### config.mk
export PLATFORM = sky130hd
export DESIGN_NAME = sram_d_obi_arbiter
export DESIGN_NICKNAME = d
export VERILOG_FILES = /design/src/rtl/sram_d_obi_arbiter.sv
export SDC_FILE = /design/constraint.sdc
export NUM_CORES = 1
export LEC_CHECK = 0
export ABC_AREA = 1
export CORE_AREA = 2 2 124 126
export DETAILED_ROUTE_END_ITERATION = 8
export DIE_AREA = 0 0 126 128
export HOLD_SLACK_MARGIN = 0.1
export MAX_ROUTING_LAYER = met4
export PLACE_DENSITY_LB_ADDON = 0.25
export SETUP_SLACK_MARGIN = 0.3
export SLEW_MARGIN = 40
export SYNTH_ARGS = -nofsm -noshare
export SYNTH_HDL_FRONTEND = slang
export SYNTH_SLANG_ARGS = --single-unit
### constraint.sdc
create_clock -name clk_i -period 2.3 [get_ports clk_i]
set_input_delay 0.46 -clock clk_i [delete_from_list [all_inputs] [get_ports clk_i]]
set_output_delay 0.46 -clock clk_i [all_outputs]
set_load 0.01 [all_outputs]
### src/rtl/sram_d_obi_arbiter.sv
// -----------------------------------------------------------------------------
// sram_d_obi_arbiter
//
// Two-master OBI arbiter for the single SRAM data port (sram_d) of the SoC SRAM
// wrapper. Master 0 is the core LSU data port and master 1 is the debug/DMA
// port. At most one winner is forwarded per cycle. An in-order ID FIFO records
// who was granted so that rvalid/rdata are routed back to the issuer.
// Requests outside [SRAM_BASE_ADDR, SRAM_END_ADDR) are not forwarded. They are
// granted locally and answered with an error response carrying 32'hDEAD_BEEF.
//
// Build option:
//   OBI_ARB_RR_EN  defined   -> round-robin. After a grant, priority moves to
//                               the other master.
//                  undefined -> fixed priority. Master 0 wins contention.
//
// Ports:
//   clk_i, rst_ni                  clock and asynchronous active-low reset
//   m{0,1}_req_i/_gnt_o            master request / grant (grant is combinational)
//   m{0,1}_addr_i/_we_i/_be_i/_wdata_i   master address phase
//   m{0,1}_rvalid_o/_rdata_o/_err_o      master response phase (combinational)
//   s_req_o/s_gnt_i/s_addr_o/s_we_o/s_be_o/s_wdata_o   downstream address phase
//   s_rvalid_i/s_rdata_i           downstream response phase
//   illegal_memory_o               high in the cycle an out-of-window request is granted
//
// Handshake: an address phase transfers in the cycle where req and gnt are both
// high. The requester holds req and its address-phase fields stable until that
// cycle. The response phase has no back-pressure. rvalid is a one-cycle
// strobe, and rdata/err are meaningful only while rvalid is high. Responses
// return in grant order.
// -----------------------------------------------------------------------------
module sram_d_obi_arbiter #(
  parameter logic [31:0] SRAM_BASE_ADDR  = 32'h8000_0000,
  parameter logic [31:0] SRAM_END_ADDR   = 32'h8000_C000,
  parameter int unsigned MAX_OUTSTANDING = 2
) (
  input  logic        clk_i,
  input  logic        rst_ni,
  // master 0 (core LSU)
  input  logic        m0_req_i,
  output logic        m0_gnt_o,
  input  logic [31:0] m0_addr_i,
  input  logic        m0_we_i,
  input  logic [3:0]  m0_be_i,
  input  logic [31:0] m0_wdata_i,
  output logic        m0_rvalid_o,
  output logic [31:0] m0_rdata_o,
  output logic        m0_err_o,
  // master 1 (debug / DMA)
  input  logic        m1_req_i,
  output logic        m1_gnt_o,
  input  logic [31:0] m1_addr_i,
  input  logic        m1_we_i,
  input  logic [3:0]  m1_be_i,
  input  logic [31:0] m1_wdata_i,
  output logic        m1_rvalid_o,
  output logic [31:0] m1_rdata_o,
  output logic        m1_err_o,
  // downstream sram_d port
  output logic        s_req_o,
  input  logic        s_gnt_i,
  output logic [31:0] s_addr_o,
  output logic        s_we_o,
  output logic [3:0]  s_be_o,
  output logic [31:0] s_wdata_o,
  input  logic        s_rvalid_i,
  input  logic [31:0] s_rdata_i,
  output logic        illegal_memory_o
);

  localparam int unsigned PTR_W = (MAX_OUTSTANDING > 1) ? $clog2(MAX_OUTSTANDING) : 1;
  localparam int unsigned CNT_W = $clog2(MAX_OUTSTANDING + 1);
  localparam logic [31:0] ERR_RDATA = 32'hDEAD_BEEF;

  // ID FIFO: one entry per granted transfer, {master id, locally-errored flag}
  logic             fifo_id_q  [MAX_OUTSTANDING];
  logic             fifo_err_q [MAX_OUTSTANDING];
  logic [PTR_W-1:0] wr_ptr_q;
  logic [PTR_W-1:0] rd_ptr_q;
  logic [CNT_W-1:0] count_q;

  logic        fifo_full;
  logic        fifo_empty;
  logic        elig0;
  logic        elig1;
  logic        win_valid;
  logic        win_id;
  logic [31:0] win_addr;
  logic        win_we;
  logic [3:0]  win_be;
  logic [31:0] win_wdata;
  logic        in_window;
  logic        win_gnt;
  logic        head_id;
  logic        head_err;
  logic        pop;
  logic [31:0] resp_data;

  function automatic logic [PTR_W-1:0] ptr_next(input logic [PTR_W-1:0] p);
    if (p == PTR_W'(MAX_OUTSTANDING - 1)) begin
      ptr_next = '0;
    end else begin
      ptr_next = p + PTR_W'(1);
    end
  endfunction

  assign fifo_full  = (count_q == CNT_W'(MAX_OUTSTANDING));
  assign fifo_empty = (count_q == '0);

  // A full FIFO blocks new grants even when a pop happens in the same cycle.
  // The bus is idle while in reset.
  assign elig0 = rst_ni & m0_req_i & ~fifo_full;
  assign elig1 = rst_ni & m1_req_i & ~fifo_full;

  assign win_valid = elig0 | elig1;

`ifdef OBI_ARB_RR_EN
  // prio_q names the master that wins contention (0 -> master 0)
  logic prio_q;

  assign win_id = (elig0 & elig1) ? prio_q : ~elig0;

  always_ff @(posedge clk_i or negedge rst_ni) begin
    if (!rst_ni) begin
      prio_q <= 1'b0;
    end else if (win_gnt) begin
      prio_q <= ~win_id;
    end
  end
`else
  assign win_id = ~elig0;
`endif

  // Winner's address phase, zeroed when nobody is eligible
  always_comb begin
    win_addr  = '0;
    win_we    = 1'b0;
    win_be    = '0;
    win_wdata = '0;
    if (win_valid) begin
      if (win_id) begin
        win_addr  = m1_addr_i;
        win_we    = m1_we_i;
        win_be    = m1_be_i;
        win_wdata = m1_wdata_i;
      end else begin
        win_addr  = m0_addr_i;
        win_we    = m0_we_i;
        win_be    = m0_be_i;
        win_wdata = m0_wdata_i;
      end
    end
  end

  assign in_window = (win_addr >= SRAM_BASE_ADDR) && (win_addr < SRAM_END_ADDR);

  assign s_req_o   = win_valid & in_window;
  assign s_addr_o  = win_addr;
  assign s_we_o    = win_we;
  assign s_be_o    = win_be;
  assign s_wdata_o = win_wdata;

  // Out-of-window requests are accepted locally without touching the SRAM
  assign illegal_memory_o = win_valid & ~in_window;
  assign win_gnt          = win_valid & (in_window ? s_gnt_i : 1'b1);

  assign m0_gnt_o = win_gnt & ~win_id;
  assign m1_gnt_o = win_gnt &  win_id;

  // Response side. An errored head needs no SRAM response and retires as soon
  // as it reaches the head. s_rvalid_i is ignored while the head is errored.
  assign head_id   = fifo_id_q[rd_ptr_q];
  assign head_err  = fifo_err_q[rd_ptr_q];
  assign pop       = ~fifo_empty & (head_err | s_rvalid_i);
  assign resp_data = head_err ? ERR_RDATA : s_rdata_i;

  assign m0_rvalid_o = pop & ~head_id;
  assign m1_rvalid_o = pop &  head_id;
  assign m0_rdata_o  = m0_rvalid_o ? resp_data : 32'h0;
  assign m1_rdata_o  = m1_rvalid_o ? resp_data : 32'h0;
  assign m0_err_o    = m0_rvalid_o & head_err;
  assign m1_err_o    = m1_rvalid_o & head_err;

  always_ff @(posedge clk_i or negedge rst_ni) begin
    if (!rst_ni) begin
      wr_ptr_q <= '0;
      rd_ptr_q <= '0;
      count_q  <= '0;
      for (int i = 0; i < int'(MAX_OUTSTANDING); i++) begin
        fifo_id_q[i]  <= 1'b0;
        fifo_err_q[i] <= 1'b0;
      end
    end else begin
      if (win_gnt) begin
        fifo_id_q[wr_ptr_q]  <= win_id;
        fifo_err_q[wr_ptr_q] <= ~in_window;
        wr_ptr_q             <= ptr_next(wr_ptr_q);
      end
      if (pop) begin
        rd_ptr_q <= ptr_next(rd_ptr_q);
      end
      case ({win_gnt, pop})
        2'b10:   count_q <= count_q + CNT_W'(1);
        2'b01:   count_q <= count_q - CNT_W'(1);
        default: count_q <= count_q;
      endcase
    end
  end

endmodule
Word-level counts from Yosys, hierarchy flattened
Cells that the tools add are included.
{"block": "totals", "reg_bits": 8, "output_inout_bits": 141, "in_bits": 176, "wordCells": 71}
{"block": "classes", "n_reduce_logical": 4, "addsub": 4, "bitwise": 23, "n_eq_ne": 3, "magnitude_cmp": 5, "muxes": 25}
{"op": "two-way mux 32 bit", "count": 7}
{"op": "greater-or-equal comparator 32 bit, second input constant", "count": 1}
{"op": "< comparator 32 bit, second input constant", "count": 1}
{"op": "bitwise AND 1 bit", "count": 14}
{"op": "two-way mux 1 bit", "count": 12}
{"op": "two-way mux 4 bit", "count": 2}
{"op": "inverter 1 bit", "count": 5}
{"op": "bitwise mux 2 bit", "count": 2}
{"op": "equality test 2 bit, second input constant", "count": 2}
{"op": "greater-or-equal comparator 2 bit, second input constant", "count": 2}
{"op": "inverter 1 -> 2 bit", "count": 2}
{"op": "one-hot mux 2 bit (2 select lines)", "count": 1}
{"op": "adder 1 bit, second input constant", "count": 2}
{"op": "adder 2 x 1 -> 2 bit, second input constant", "count": 1}
{"op": "equality test 2 x 1 -> 1 bit, second input constant", "count": 1}
{"op": "logical AND 1 bit", "count": 2}
{"op": "zero test 2 bit", "count": 1}
{"op": "< comparator 2 x 1 -> 1 bit, second input constant", "count": 1}
{"op": "bitwise OR 1 bit", "count": 2}
{"op": "nonzero test 2 bit", "count": 1}
{"op": "subtractor 2 x 1 -> 2 bit, second input constant", "count": 1}
{"op": "demux 1 bit (select 1 bit)", "count": 1}

Longest topological paths before layout
Gate-level depths: netlist of the first run.
{"block": "logic_depth", "word_depth": 11, "mapped_depth": 17, "mapped_depth_nobuf": 16}

Least setup slack after synthesis of the first run
Ideal clock, no wire load.
{"block": "synth_path", "kind": "input-to-reg", "from": "in m0_req_i", "to": "reg count_q[1]", "arrival_ns": 2.128, "n_path_buf": 2, "slack_ns": 0.047, "setup_ns": 0.125, "stages": 17, "required_time_ns": 2.175, "path_cell_list": "nand2_1 buf_6 nand2_2 nand2_4 buf_6 nor2_1 nand2_1 nand2_1 nor2_1 nand2_1 nor2_2 nand3_2 nand2_2 ha_1 a21oi_1 o21ai_0 xnor2_1"}
{"block": "synth_between", "elab_chain_cells": 10, "elab_cells_between_ends": 14, "cone_classes": "order compare (2); eq/ne (2); mux (4); bitwise (4); reduce/logical (2)"}
{"element": "start: declaration", "line_no": "39", "rtl": "input logic m0_req_i,"}
{"element": "bitwise AND 1 bit (*) (2 in series)", "line_no": "111", "rtl": "assign elig0 = rst_ni & m0_req_i & ~fifo_full;"}
{"element": "two-way mux 32 bit or bitwise OR 1 bit (tied branches)", "line_no": "140, 114"}
{"element": "two-way mux 32 bit", "line_no": "139", "rtl": "if (win_valid) begin"}
{"element": "greater-or-equal comparator 32 bit or < comparator 32 bit (tied branches)", "line_no": "154", "rtl": "assign in_window = (win_addr >= SRAM_BASE_ADDR) && (win_addr < SRAM_END_ADDR);"}
{"element": "logical AND 1 bit", "line_no": "154"}
{"element": "two-way mux 1 bit", "line_no": "164", "rtl": "assign win_gnt = win_valid & (in_window ? s_gnt_i : 1'b1);"}
{"element": "bitwise AND 1 bit (*)", "line_no": "164"}
{"element": "equality test 2 x 1 -> 1 bit or equality test 2 bit (tied branches)", "line_no": "201", "rtl": "case ({win_gnt, pop})"}
{"element": "one-hot mux 2 bit (2 select lines) or nonzero test 2 bit (tied branches)"}
{"element": "end signal: assignment", "line_no": "202", "rtl": "2'b10: count_q <= count_q + CNT_W'(1);"}
{"element": "end signal: assignment", "line_no": "203", "rtl": "2'b01: count_q <= count_q - CNT_W'(1);"}
{"element": "end signal: assignment", "line_no": "204", "rtl": "default: count_q <= count_q;"}
{"element": "end: declaration", "line_no": "79", "rtl": "logic [CNT_W-1:0] count_q;"}
Mark *: on every way between the ends. The rest lies on a longest branch, timed or not.
A chain may end at the register's enable or synchronous reset.

Final worst setup path of the first run
{"block": "layout_path", "from": "in m0_req_i", "to": "out illegal_memory_o"}
{"block": "layout_between", "elab_chain_cells": 8, "elab_cells_between_ends": 10, "cone_classes": "order compare (2); mux (2); bitwise (5); reduce/logical (1)"}
{"element": "bitwise AND 1 bit (*) (2 in series)", "line_no": "111"}
{"element": "two-way mux 32 bit or bitwise OR 1 bit (tied branches)", "line_no": "140, 114"}
{"element": "two-way mux 32 bit", "line_no": "139"}
{"element": "greater-or-equal comparator 32 bit or < comparator 32 bit (tied branches)", "line_no": "154"}
{"element": "logical AND 1 bit", "line_no": "154"}
{"element": "inverter 1 bit", "line_no": "163", "rtl": "assign illegal_memory_o = win_valid & ~in_window;"}
{"element": "bitwise AND 1 bit (*)", "line_no": "163"}
{"element": "end: declaration", "line_no": "67", "rtl": "output logic illegal_memory_o"}
Marked as above.

==> reports/qor.csv, run 1 <==
stage;metric;value;unit
grt;first-pass GRT wire length;23400;um
setup_path;critical path class;in -> out;
placement;final weighted congestion of routability-driven global placement;0.806;
logic_synthesis;part of the Yosys area used for sequential elements;8.87;%
logic_synthesis;post-synthesis async set-or-reset flop share;100;%
power_and_ir_drop;power density of the placed cells;1180;nW/um^2
die;effective utilization at floorplan;15.2;%
drt;routed vias;4385;
grt;grt total ovfl;0;
grt;largest net degree at the start of global routing;44;
die;overall die area;16100;um^2
timing;minimum hold slack;196;ps
timing;count of endpoints failing hold in the final timing report;0;
timing;Slew Limit Fails;0;
cells_and_area;fraction of layout cells with a size suffix above 1;47.0;%
logic_synthesis;share of the synthesized area in the top cell type;21.3;%
die;placeable core area;14900;um^2
die;die span in x;126;um
timing;setup slack after layout;-145;ps
drt;wirelength, routed;16100;um
logic_synthesis;most common cell in the netlist;nor2_1;
setup_path;CP Launch Type;input pin;
grt;number of antenna violations at the first check in global routing;0;
drt;via-per-instance ratio;4.19;
drt;violation count after the first detailed-route iteration;92;
timing;time the final worst path needs with I/O delays and setup;2450;ps
drt;final antenna-violating net count;0;
timing;setup repair after global routing missed its margin;true;
setup_path;CP arrival;1990;ps
grt;total routing resource utilization after global routing;18.8;%
cts;clock slew seen by the registers of the worst setup and hold paths;40;ps
logic_synthesis;prevailing post-synth register cell;dfrtp_1;
logic_synthesis;number of flops mapped to enable cells by yosys;0;
logic_synthesis;top cells by instance count after synthesis;128 x nor2_1, 77 x inv_1, 53 x o21ai_0;
grt;number of global-route vias before repair;4365;
power_and_ir_drop;Leakage Power;3.61;nW
die;Die H;128;um
hold_path;classification of the worst-slack hold path;in -> async;
cts;number of buffers created by CTS;3;
logic_synthesis;gate count of the mapped netlist;460;
cts;clock insertion delay at the later pin of the skew report;230;ps
cells_and_area;Syn-to-layout area delta;216;%
logic_synthesis;synthesized area per cell;4.90;um^2
drt;DRT Pass-1 Iters;4;
logic_synthesis;Synth cell types;32;
placement;detailed-placement wirelength estimate;11300;um
job;max-cap viol count;0;
die;io pins;317;
timing;transition at the pin with the smallest max-transition slack;315;ps
status;failing checks;negative setup slack;
timing;fraction of the cycle the final worst path needs;106;%
drt;drt wl/cell;15.4;um
setup_path;Critical Path End Type;output port;
logic_synthesis;net count after synthesis;637;
setup_path;WP data required;1840;ps
setup_path;reg-to-reg setup timing slack;-50;ps
timing;total negative slack;-569;ps
power_and_ir_drop;overall power after layout;8.38;mW
cts;number of clock sinks;8;
logic_synthesis;top cells by area in the synthesized netlist;nor2_1 21%, inv_1 13%, o21ai_0 12%, a21oi_1 11%, dfrtp_1 8.9%;
cts;clock tree root buffer cell;clkbuf_16;
setup_path;CP max FO;5;
die;row cnt;45;
setup_path;CP Launch Point;m0_req_i;
status;status;finished, violations left;
timing;highest attainable clock frequency;409;MHz
cells_and_area;final antenna diode count;0;
logic_synthesis;largest area contributor in the synthesized netlist;nor2_1;
cts;maximum clock insertion buffer count;2;
timing;worst slew margin relative to its limit;79.0;%
setup_path;Critical R2R Launch;count_q[0]$_DFFE_PN0P_;
power_and_ir_drop;peak supply drop;0.637;mV
logic_synthesis;netlist area before placement;2260;um^2
logic_synthesis;flop and latch count out of synthesis;8;
drt;total DRC errors in the routed layout;0;
timing;number of setup violations in the final report;7;
setup_path;worst setup path endpoint;illegal_memory_o;
cts;Max H-tree Level;1;
placement;number of buffers inserted by port buffering;316;
cells_and_area;final net count;1038;
logic_synthesis;number of warnings reported in the yosys synthesis log;0;
setup_path;capturing point of the worst reg2reg path;count_q[1]$_DFFE_PN0P_;
timing;Worst Clk Skew;1.42;ps
setup_path;number of cells on the worst reg-to-reg path;19;
cts;TritonCTS clock tree;done;
## kinds of logic (layout without fill, tap and decap cells)
logic type	count (synthesis)	count (layout)	share of synthesized area, %
AND/OR/NAND/NOR	226	226	43.1
buffers and inverters	114	513	21.9
AO/OA/AOI/OAI	107	107	24.0
flip-flops	8	8	8.87
XOR/XNOR	3	3	1.16
adder cells (fa/ha/maj)	1	1	0.555
multiplexers	1	1	0.444
## flip-flops by register name (all words and copies together), names as in the netlist
| signal | flops |
|---|---|
| count_q | 2 |
| wr_ptr_q | 1 |
| fifo_err_q | 2 |
| fifo_id_q | 2 |
| rd_ptr_q | 1 |
## power by group
part | switching, mW | internal [mW]
sequential | 0.0708 | 0.221
clock | 0.0685 | 0.224
combinational | 3.63 | 4.16
## per-layer routing
layer	GRT usage (%)	vias to the layer above	part of all wire, %	wire length [um]
li1	-	2214	-	-
met1	18.7	1933	35	5620
met2	37.2	215	55	8910
met3	3.67	23	7.3	1170
met4	4.52	0	2.5	410
met5	-	-	0	0
## worst min-delay path by stage
stage	cells past startpoint	to
floorplan	0	count_q[0]$_DFFE_PN0P_
global placement	2	fifo_id_q[0]$_DFFE_PN0P_
detailed placement	2	fifo_id_q[1]$_DFFE_PN0P_
CTS	2	fifo_id_q[1]$_DFFE_PN0P_
global route	2	count_q[1]$_DFFE_PN0P_
finish	2	fifo_id_q[1]$_DFFE_PN0P_
## stage by stage
stage | instances | setup slack, ps | area (um^2) | util (%)
4_1_cts | 1038 | -107 | 6860 | 46.1
2_1_floorplan | 460 | 89.7 | 2340 | -
5_1_grt | 1047 | -299 | 7130 | 47.9
6_report | 1047 | -145 | 7130 | 47.9
3_5_place_dp | 978 | -942 | 6010 | 40.4
3_3_place_gp | 978 | -920 | 6010 | 40.4
## cells in the final DEF (no fill, tap or decap), drive strengths merged
cell type | synthesis | layout
a21oi | 51 | 51
and2 | 1 | 1
and3 | 1 | 1
buf | 14 | 242
bufbuf | 0 | 3
clkbuf | 20 | 11
clkdlybuf4s15 | 0 | 1
clkdlybuf4s50 | 0 | 171
clkinvlp | 0 | 1
dfrtp | 8 | 8
dlygate4sd2 | 0 | 3
dlymetal6s2s | 0 | 1
ha | 1 | 1
inv | 80 | 80
mux2i | 1 | 1
nand2 | 64 | 64
nand3 | 7 | 7
nand4 | 3 | 3
nor2 | 132 | 132
nor3 | 16 | 16
o21ai | 55 | 55
o22ai | 1 | 1
or2 | 2 | 2
xnor2 | 2 | 2
xor2 | 1 | 1
## critical path, cell delays in order
cell	delay, ps
buf_2	130
nand2_8	80
nand2_4	90
nand2_8	70
buf_12	130
buf_12	140
nor2_4	100
nand2_2	60
nand2_1	60
nor2_1	40
nand2_1	70
nor2_2	50
buf_4	120
and2_4	160
nor2_4	100
buf_6	120
## area by class of cell
cell class,count,area (um^2)
Multi-Input combinational cell,338,2160
Timing Repair inverter,1,8.76
Sequential cell,8,200
Clock buffer,3,75.1
Timing Repair Buffer,429,4130
Tap cell,188,235
Fill cell,1512,7740
Inverter,80,324
## timing repair
item                                    4_1_cts  5_1_grt
hold buffers                                  0        0
gates cloned                                 17        3
pin swaps                                    47       34
hold endpoints to repair                      0        0
setup buffers                                40        6
gates resized for setup                     706       85
endpoints found under the setup margin      148      145
Note: power is estimated with default switching activity, not from simulation.
==> inputs of run 2 (changes only) <==
--- a/config.mk
+++ b/config.mk
@@ -6,9 +6,9 @@
 export NUM_CORES = 1
 export LEC_CHECK = 0
 export ABC_AREA = 1
-export CORE_AREA = 2 2 124 126
+export CORE_AREA = 2 2 123 125
 export DETAILED_ROUTE_END_ITERATION = 8
-export DIE_AREA = 0 0 126 128
+export DIE_AREA = 0 0 125 127
 export HOLD_SLACK_MARGIN = 0.1
 export MAX_ROUTING_LAYER = met4
 export PLACE_DENSITY_LB_ADDON = 0.25
==> constraint.sdc (replaced) <==
create_clock -name clk_i -period 3.2 [get_ports clk_i]
set_input_delay 0.64 -clock clk_i [delete_from_list [all_inputs] [get_ports clk_i]]
set_output_delay 0.64 -clock clk_i [all_outputs]
set_load 0.01 [all_outputs]
==> run 2 against run 1 <==
Net effect:
- the run now ends clean
- clock power fell by 29%
- utilization fell by 7.0 points
- sequential power fell by 27%
- global-route usage fell by 3.1 points
- critical path depth fell by 7
- critical path type unchanged
- largest cell class unchanged
- largest power group unchanged
==> reports/qor.csv, run 2 (synthesis results as in run 1) <==
stage;metric;value;unit;change
die;overall die area;15900;um^2;-1.6%
drt;violation count after the first detailed-route iteration;89;;-3.3%
drt;final antenna-violating net count;0;;unchanged
die;row cnt;44;;-2.2%
cells_and_area;number of standard cells in the layout, taps in and fillers out;973;;-7.1%
timing;Slew Limit Fails;0;;unchanged
cts;number of clock sinks;8;;unchanged
setup_path;CP max FO;9;;+4
die;placeable core area;14400;um^2;-3.0%
grt;grt total ovfl;0;;unchanged
setup_path;Critical R2R Launch;count_q[0]$_DFFE_PN0P_;;
power_and_ir_drop;peak supply drop;0.225;mV;-65%
grt;first-pass GRT wire length;19800;um;-15%
power_and_ir_drop;share of power burned in registers;5.8;%;+2.3 points
cells_and_area;leading cell type in the layout, fill and taps excluded;clkdlybuf4s50_1;;
drt;DRT Pass-1 Iters;4;;unchanged
timing;time the final worst path needs with I/O delays and setup;2840;ps;
power_and_ir_drop;power density of the placed cells;618;nW/um^2;-47%
setup_path;CP Launch Type;input pin;;
drt;total DRC errors in the routed layout;0;;unchanged
power_and_ir_drop;share of power burned in combinational logic;88.5;%;-4.5 points
power_and_ir_drop;Leakage Power;3.24;nW;-10%
cells_and_area;area of all placed cells without fillers;5910;um^2;-17%
setup_path;CP arrival;2200;ps;+210 ps
timing;number of setup violations in the final report;0;;-7
drt;via-per-instance ratio;4.09;;-2.2%
cts;TritonCTS clock tree;done;;
cts;clock tree root buffer cell;clkbuf_16;;
timing;total negative slack;0;ps;+569 ps
drt;wirelength, routed;13200;um;-18%
drt;drt wl/cell;13.5;um;-12%
placement;final weighted congestion of routability-driven global placement;0.831;;+3.1%
cells_and_area;Syn-to-layout area delta;162;%;
grt;number of antenna violations at the first check in global routing;0;;unchanged
timing;Worst Clk Skew;2.91;ps;+1.49 ps
die;die span in x;125;um;-0.79%
timing;count of endpoints failing hold in the final timing report;0;;unchanged
drt;routed vias;3984;;-9.1%
setup_path;number of cells on the worst reg-to-reg path;17;;-2
cts;maximum clock insertion buffer count;2;;unchanged
job;max-cap viol count;0;;unchanged
cts;hold buffer count at CTS;0;;unchanged
timing;worst slew margin relative to its limit;82.1;%;+3.1 points
timing;minimum hold slack;387;ps;+191 ps
die;effective utilization at floorplan;15.6;%;+0.46 points
placement;detailed-placement wirelength estimate;11100;um;-1.7%
cells_and_area;fraction of the core area covered by cells at the end of the flow;40.9;%;-7.0 points
power_and_ir_drop;relative contribution of the clock network to total power;5.7;%;+2.2 points
cells_and_area;final net count;968;;-6.7%
cts;number of buffers created by CTS;3;;unchanged
cells_and_area;final antenna diode count;0;;unchanged
setup_path;critical path class;in -> out;;
cells_and_area;fraction of layout cells with a size suffix above 1;11.5;%;-35 points
grt;number of global-route vias before repair;3855;;-12%
timing;transition at the pin with the smallest max-transition slack;261;ps;-53.9 ps
placement;number of buffers inserted by port buffering;316;;unchanged
die;io pins;317;;unchanged
timing;setup repair after global routing missed its margin;true;;
cells_and_area;final-layout fill cell count;1595;;+5.5%
power_and_ir_drop;switching power as a share of total power;49.3;%;+4.2 points
power_and_ir_drop;Net Sw Power;1.80;mW;-52%
grt;largest net degree at the start of global routing;32;;-27%
power_and_ir_drop;internal power component;1.85;mW;-60%
placement;cell area after placement;5710;um^2;-4.9%
hold_path;classification of the worst-slack hold path;in -> async;;
setup_path;Critical Path End Type;output port;;
placement;placed insts;960;;-1.8%
status;status;finished, final reports clean;;
cts;Max H-tree Level;1;;unchanged
setup_path;reg-to-reg setup timing slack;820;ps;+870 ps
die;Die H;127;um;-0.78%
setup_path;WP data required;2560;ps;+720 ps
timing;highest attainable clock frequency;352;MHz;
cts;clock slew seen by the registers of the worst setup and hold paths;40;ps;about the same
grt;total routing resource utilization after global routing;15.7;%;-3.1 points
setup_path;capturing point of the worst reg2reg path;count_q[1]$_DFFE_PN0P_;;
cells_and_area;largest registers;count_q: 2 flops, fifo_err_q: 2 flops, fifo_id_q: 2 flops;;
cts;clock insertion delay at the later pin of the skew report;230;ps;about the same
cells_and_area;most used cells in the layout excluding fill and tap cells;193 x clkdlybuf4s50_1, 125 x nor2_1, 111 x dlygate4sd2_1;;
timing;fraction of the cycle the final worst path needs;88.7;%;
## run 2: changes by cell type in the layout (fill, tap and decap cells not counted), moves of 10 or more
cell | before | now
buf_2 | 114 | 3
buf_16 | 13 | 0
clkdlybuf4s50_1 | 171 | 193
a21oi_1 | 2 | 49
dlygate4sd2_1 | 3 | 111
nor2_1 | 97 | 125
nor2_2 | 21 | 3
buf_6 | 34 | 8
buf_4 | 58 | 31
a21oi_2 | 44 | 2
buf_12 | 15 | 3
nor3_2 | 11 | 0
nor3_1 | 0 | 16
nor2_4 | 14 | 4
## run 2: worst max-delay path, cell delays in order
cell             delay, ps
clkdlybuf4s15_1        210
nand2_4                 90
nand2_4                100
nand2_8                 60
buf_8                  140
inv_8                   90
buf_4                  140
and3_1                 160
clkdlybuf4s50_1        560
## run 2: final cells by class
class,instances,area (um^2),area share [%]
clock buffers,3,75.1,1.27
inverters,80,313,5.30
multi-input cells,338,1640,27.8
flip-flops and latches,8,200,3.39
well taps,184,230,3.90
repair buffers,360,3450,58.4
## run 2: layer usage
metal | track usage [%] | vias up | routed length (um)
met3 | 3.60 | 6 | 1090
met5 | - | - | 0
met4 | 2.16 | 0 | 104
li1 | - | 2075 | -
met2 | 30.3 | 196 | 7080
met1 | 16.6 | 1707 | 4900
## run 2: how the worst max path moves through the flow
stage,from,to,slack [ps],cells after the start
after detailed placement,rst_ni,m1_gnt_o,-370,13
after CTS,s_rvalid_i,m1_rdata_o[22],170,7
after global placement,rst_ni,m1_gnt_o,-320,13
after floorplan,m0_req_i,m1_gnt_o,760,14
final,m0_req_i,s_addr_o[15],360,9
after global routing,s_rvalid_i,m0_rvalid_o,280,7
## run 2: metrics by stage
step	power (mW)	setup WS, ps
2_1_floorplan	1.75	759
3_3_place_gp	3.75	-318
3_5_place_dp	3.74	-370
4_1_cts	3.66	170
5_1_grt	4.00	281
6_report	3.65	362
## run 2: power by group through the flow
stage	combinational, mW	sequential [mW]	clock (mW)
3_5_place_dp	3.53	0.209	0
4_1_cts	3.24	0.210	0.208
6_report	3.23	0.211	0.207
5_1_grt	3.57	0.221	0.214
2_1_floorplan	1.55	0.197	0
3_3_place_gp	3.54	0.207	0
## run 2: repair_timing
| action | in CTS | in global routing |
|---|---|---|
| resized for setup | 161 | 26 |
| gates cloned | 0 | 1 |
| setup buffers | 8 | 1 |
| hold endpoints to repair | 0 | 0 |
| setup endpoints to repair | 142 | 17 |
| pin swaps | 12 | 12 |
==> inputs of run 3 (changes only) <==
--- a/config.mk
+++ b/config.mk
@@ -10,7 +10,6 @@
 export DETAILED_ROUTE_END_ITERATION = 8
 export DIE_AREA = 0 0 125 127
 export HOLD_SLACK_MARGIN = 0.1
-export MAX_ROUTING_LAYER = met4
 export PLACE_DENSITY_LB_ADDON = 0.25
 export SETUP_SLACK_MARGIN = 0.3
 export SLEW_MARGIN = 40
==> constraint.sdc (replaced) <==
create_clock -name clk_i -period 3.5 [get_ports clk_i]
set_input_delay 0.7 -clock clk_i [delete_from_list [all_inputs] [get_ports clk_i]]
set_output_delay 0.7 -clock clk_i [all_outputs]
set_load 0.01 [all_outputs]
==> run 3 against run 2 <==
Net effect:
- cell count fell by 0.92%
- worst hold slack improved by 81 ps
- die area did not move
- non-clock buffer count shrank 9
- sequential power fell by 9.5%
- count of clock-buffer cells in the layout is the same
- global-route usage shrank 0.34 points
- largest power group unchanged
==> reports/qor.csv, run 3 (synthesis results as in run 1) <==
stage;metric;value;unit;change
cts;clock tree root buffer cell;clkbuf_16;;
timing;worst slew margin relative to its limit;75.7;%;-6.4 points
die;effective utilization at floorplan;15.6;%;unchanged
hold_path;classification of the worst-slack hold path;reg -> reg;;
placement;cell area after placement;5690;um^2;-0.35%
placement;Setup WS pre-CTS;-159;ps;+211 ps
grt;grt total ovfl;0;;unchanged
placement;placed insts;954;;-0.63%
cells_and_area;fraction of layout cells with a size suffix above 1;9.36;%;-2.2 points
cells_and_area;fraction of the core area covered by cells at the end of the flow;41.5;%;+0.60 points
drt;drt wl/cell;13.8;um;+2.0%
timing;number of setup violations in the final report;0;;unchanged
placement;detailed-placement wirelength estimate;11200;um;+1.1%
cts;maximum clock insertion buffer count;2;;unchanged
setup_path;WP data required;2800;ps;+240 ps
drt;via-per-instance ratio;4.12;;+0.71%
setup_path;ordered cell list for the critical path;clkdlybuf4s50_1, o22ai_2, inv_1, nand2_2, nor3_1, clkdlybuf4s50_1;;
timing;setup repair after global routing missed its margin;true;;
die;io pins;317;;unchanged
drt;routed vias;3975;;-0.23%
setup_path;cell family contributing the most delay on the critical path;buffers and inverters;;
drt;total DRC errors in the routed layout;0;;unchanged
drt;final antenna-violating net count;0;;unchanged
die;overall die area;15900;um^2;unchanged
die;die span in x;125;um;unchanged
die;Die H;127;um;unchanged
cts;number of clock sinks;8;;unchanged
cts;Max H-tree Level;1;;unchanged
setup_path;number of buffers and inverters on the critical path;3;;-2
cells_and_area;area of all placed cells without fillers;5990;um^2;+1.5%
job;max-cap viol count;0;;unchanged
cells_and_area;final antenna diode count;0;;unchanged
grt;number of antenna violations at the first check in global routing;0;;unchanged
grt;number of global-route vias before repair;3873;;+0.47%
setup_path;critical path class;in -> out;;
setup_path;CP dominant cell by count;clkdlybuf4s50_1;;
power_and_ir_drop;Leakage Power;3.66;nW;+13%
timing;Slew Limit Fails;0;;unchanged
setup_path;Critical Path End Type;output port;;
setup_path;CP Launch Type;input pin;;
cells_and_area;leading cell type in the layout, fill and taps excluded;clkdlybuf4s50_1;;
grt;first-pass GRT wire length;19900;um;+0.41%
status;status;finished, final reports clean;;
timing;time the final worst path needs with I/O delays and setup;3150;ps;
cells_and_area;number of standard cells in the layout, taps in and fillers out;964;;-0.92%
cells_and_area;largest registers;count_q: 2 flops, fifo_err_q: 2 flops, fifo_id_q: 2 flops;;
drt;wirelength, routed;13300;um;+1.1%
cells_and_area;final-layout fill cell count;1573;;-1.4%
timing;transition at the pin with the smallest max-transition slack;362;ps;+101 ps
setup_path;CP max FO;4;;-5
timing;fraction of the cycle the final worst path needs;90.0;%;
timing;minimum hold slack;469;ps;+81.2 ps
drt;DRT Pass-1 Iters;4;;unchanged
timing;setup slack after layout;349;ps;-12.9 ps
cells_and_area;Syn-to-layout area delta;166;%;
die;row cnt;44;;unchanged
cells_and_area;final net count;959;;-0.93%
timing;highest attainable clock frequency;317;MHz;
setup_path;CP max-delay cell;clkdlybuf4s50_1;;
cells_and_area;most used cells in the layout excluding fill and tap cells;223 x clkdlybuf4s50_1, 127 x nor2_1, 75 x inv_1;;
cts;clock insertion delay at the later pin of the skew report;230;ps;about the same
grt;total routing resource utilization after global routing;15.3;%;-0.34 points
setup_path;CP arrival;2450;ps;+250 ps
power_and_ir_drop;peak supply drop;0.232;mV;+3.1%
cts;TritonCTS clock tree;done;;
die;placeable core area;14400;um^2;unchanged
placement;final weighted congestion of routability-driven global placement;0.814;;-2.1%
timing;count of endpoints failing hold in the final timing report;0;;unchanged
grt;largest net degree at the start of global routing;31;;-3.1%
timing;Worst Clk Skew;0.568;ps;-2.34 ps
cts;number of buffers created by CTS;3;;unchanged
setup_path;max incr delay on CP;610;ps;+50 ps
cts;clock slew seen by the registers of the worst setup and hold paths;40;ps;about the same
placement;number of buffers inserted by port buffering;316;;unchanged
drt;violation count after the first detailed-route iteration;102;;+15%
power_and_ir_drop;power density of the placed cells;588;nW/um^2;-4.9%
-- run 3: changes by cell type in the layout (fill, tap and decap cells not counted), sizes merged, moves of 11 or more --
| cell | change |
|---|---|
| buf | -11 |
| dlygate4sd2 | -78 |
| clkdlybuf4s50 | +30 |
| dlymetal6s2s | +50 |
-- run 3: routing by layer --
layer | share of wire [%] | GRT usage (%) | vias up | wire [um]
met3 | 10 | 5.19 | 6 | 1350
met5 | 0 | 0 | - | 0
li1 | - | - | 2052 | -
met1 | 36 | 15.9 | 1707 | 4740
met4 | 0.71 | 1.57 | 0 | 95
met2 | 54 | 30.7 | 210 | 7140
-- run 3: area by class of cell --
| class | count | area (um^2) | share of cell area [%] |
|---|---|---|---|
| Timing Repair Buffer | 351 | 3570 | 59.6 |
| Multi-Input combinational cell | 338 | 1600 | 26.8 |
| Inverter | 80 | 314 | 5.24 |
| Tap cell | 184 | 230 | 3.84 |
| Sequential cell | 8 | 200 | 3.34 |
| Clock buffer | 3 | 75.1 | 1.25 |
-- run 3: what timing repair did --
| action | CTS | global route |
|---|---|---|
| pin swaps | 4 | 0 |
| setup endpoints to repair | 108 | 81 |
| gates resized for setup | 61 | 66 |
| hold buffers | 0 | 0 |
| buffers inserted | 3 | 4 |
-- run 3: final timing paths --
check | startpoint | end | slack (ps) | depth (start not counted)
max reg2reg | count_q[0]$_DFFE_PN0P_ | count_q[1]$_DFFE_PN0P_ | 1030 | 16
min reg2reg | fifo_err_q[1]$_DFFE_PN0P_ | fifo_err_q[1]$_DFFE_PN0P_ | 470 | 2
min | fifo_err_q[1]$_DFFE_PN0P_ | fifo_err_q[1]$_DFFE_PN0P_ | 470 | 2
max in group asynchronous | rst_ni | fifo_err_q[0]$_DFFE_PN0P_ | 2810 | 2
max | s_rvalid_i | m0_rdata_o[17] | 350 | 6
min in group asynchronous | rst_ni | count_q[1]$_DFFE_PN0P_ | 560 | 2
-- run 3: power by group --
group	leakage [nW]	total, mW	switching, mW	internal (mW)
sequential	0.0937	0.191	0.0458	0.145
combinational	3.53	3.14	1.55	1.59
clock	0.0370	0.191	0.0434	0.147
-- run 3: stage by stage --
step | total power [mW] | setup TNS [ps]
after floorplan | 1.60 | 0
after global placement | 3.39 | -593
after detailed placement | 3.38 | -1250
after CTS | 3.56 | 0
after global routing | 3.84 | 0
final | 3.52 | 0
-- run 3: worst register-to-register path, cell delays in order, from the launching register on --
cell and delay [ps]:
dfrtp_1 430, inv_2 70, nand2_4 100, nand2_4 80
buf_12 140, buf_6 140, o21ai_2 140, nand4_1 120
nand2_1 120, nor2_4 60, nand3_4 100, nand2_2 60
buf_4 140, ha_1 300, a21oi_1 110, o21ai_0 120
xnor2_1 140
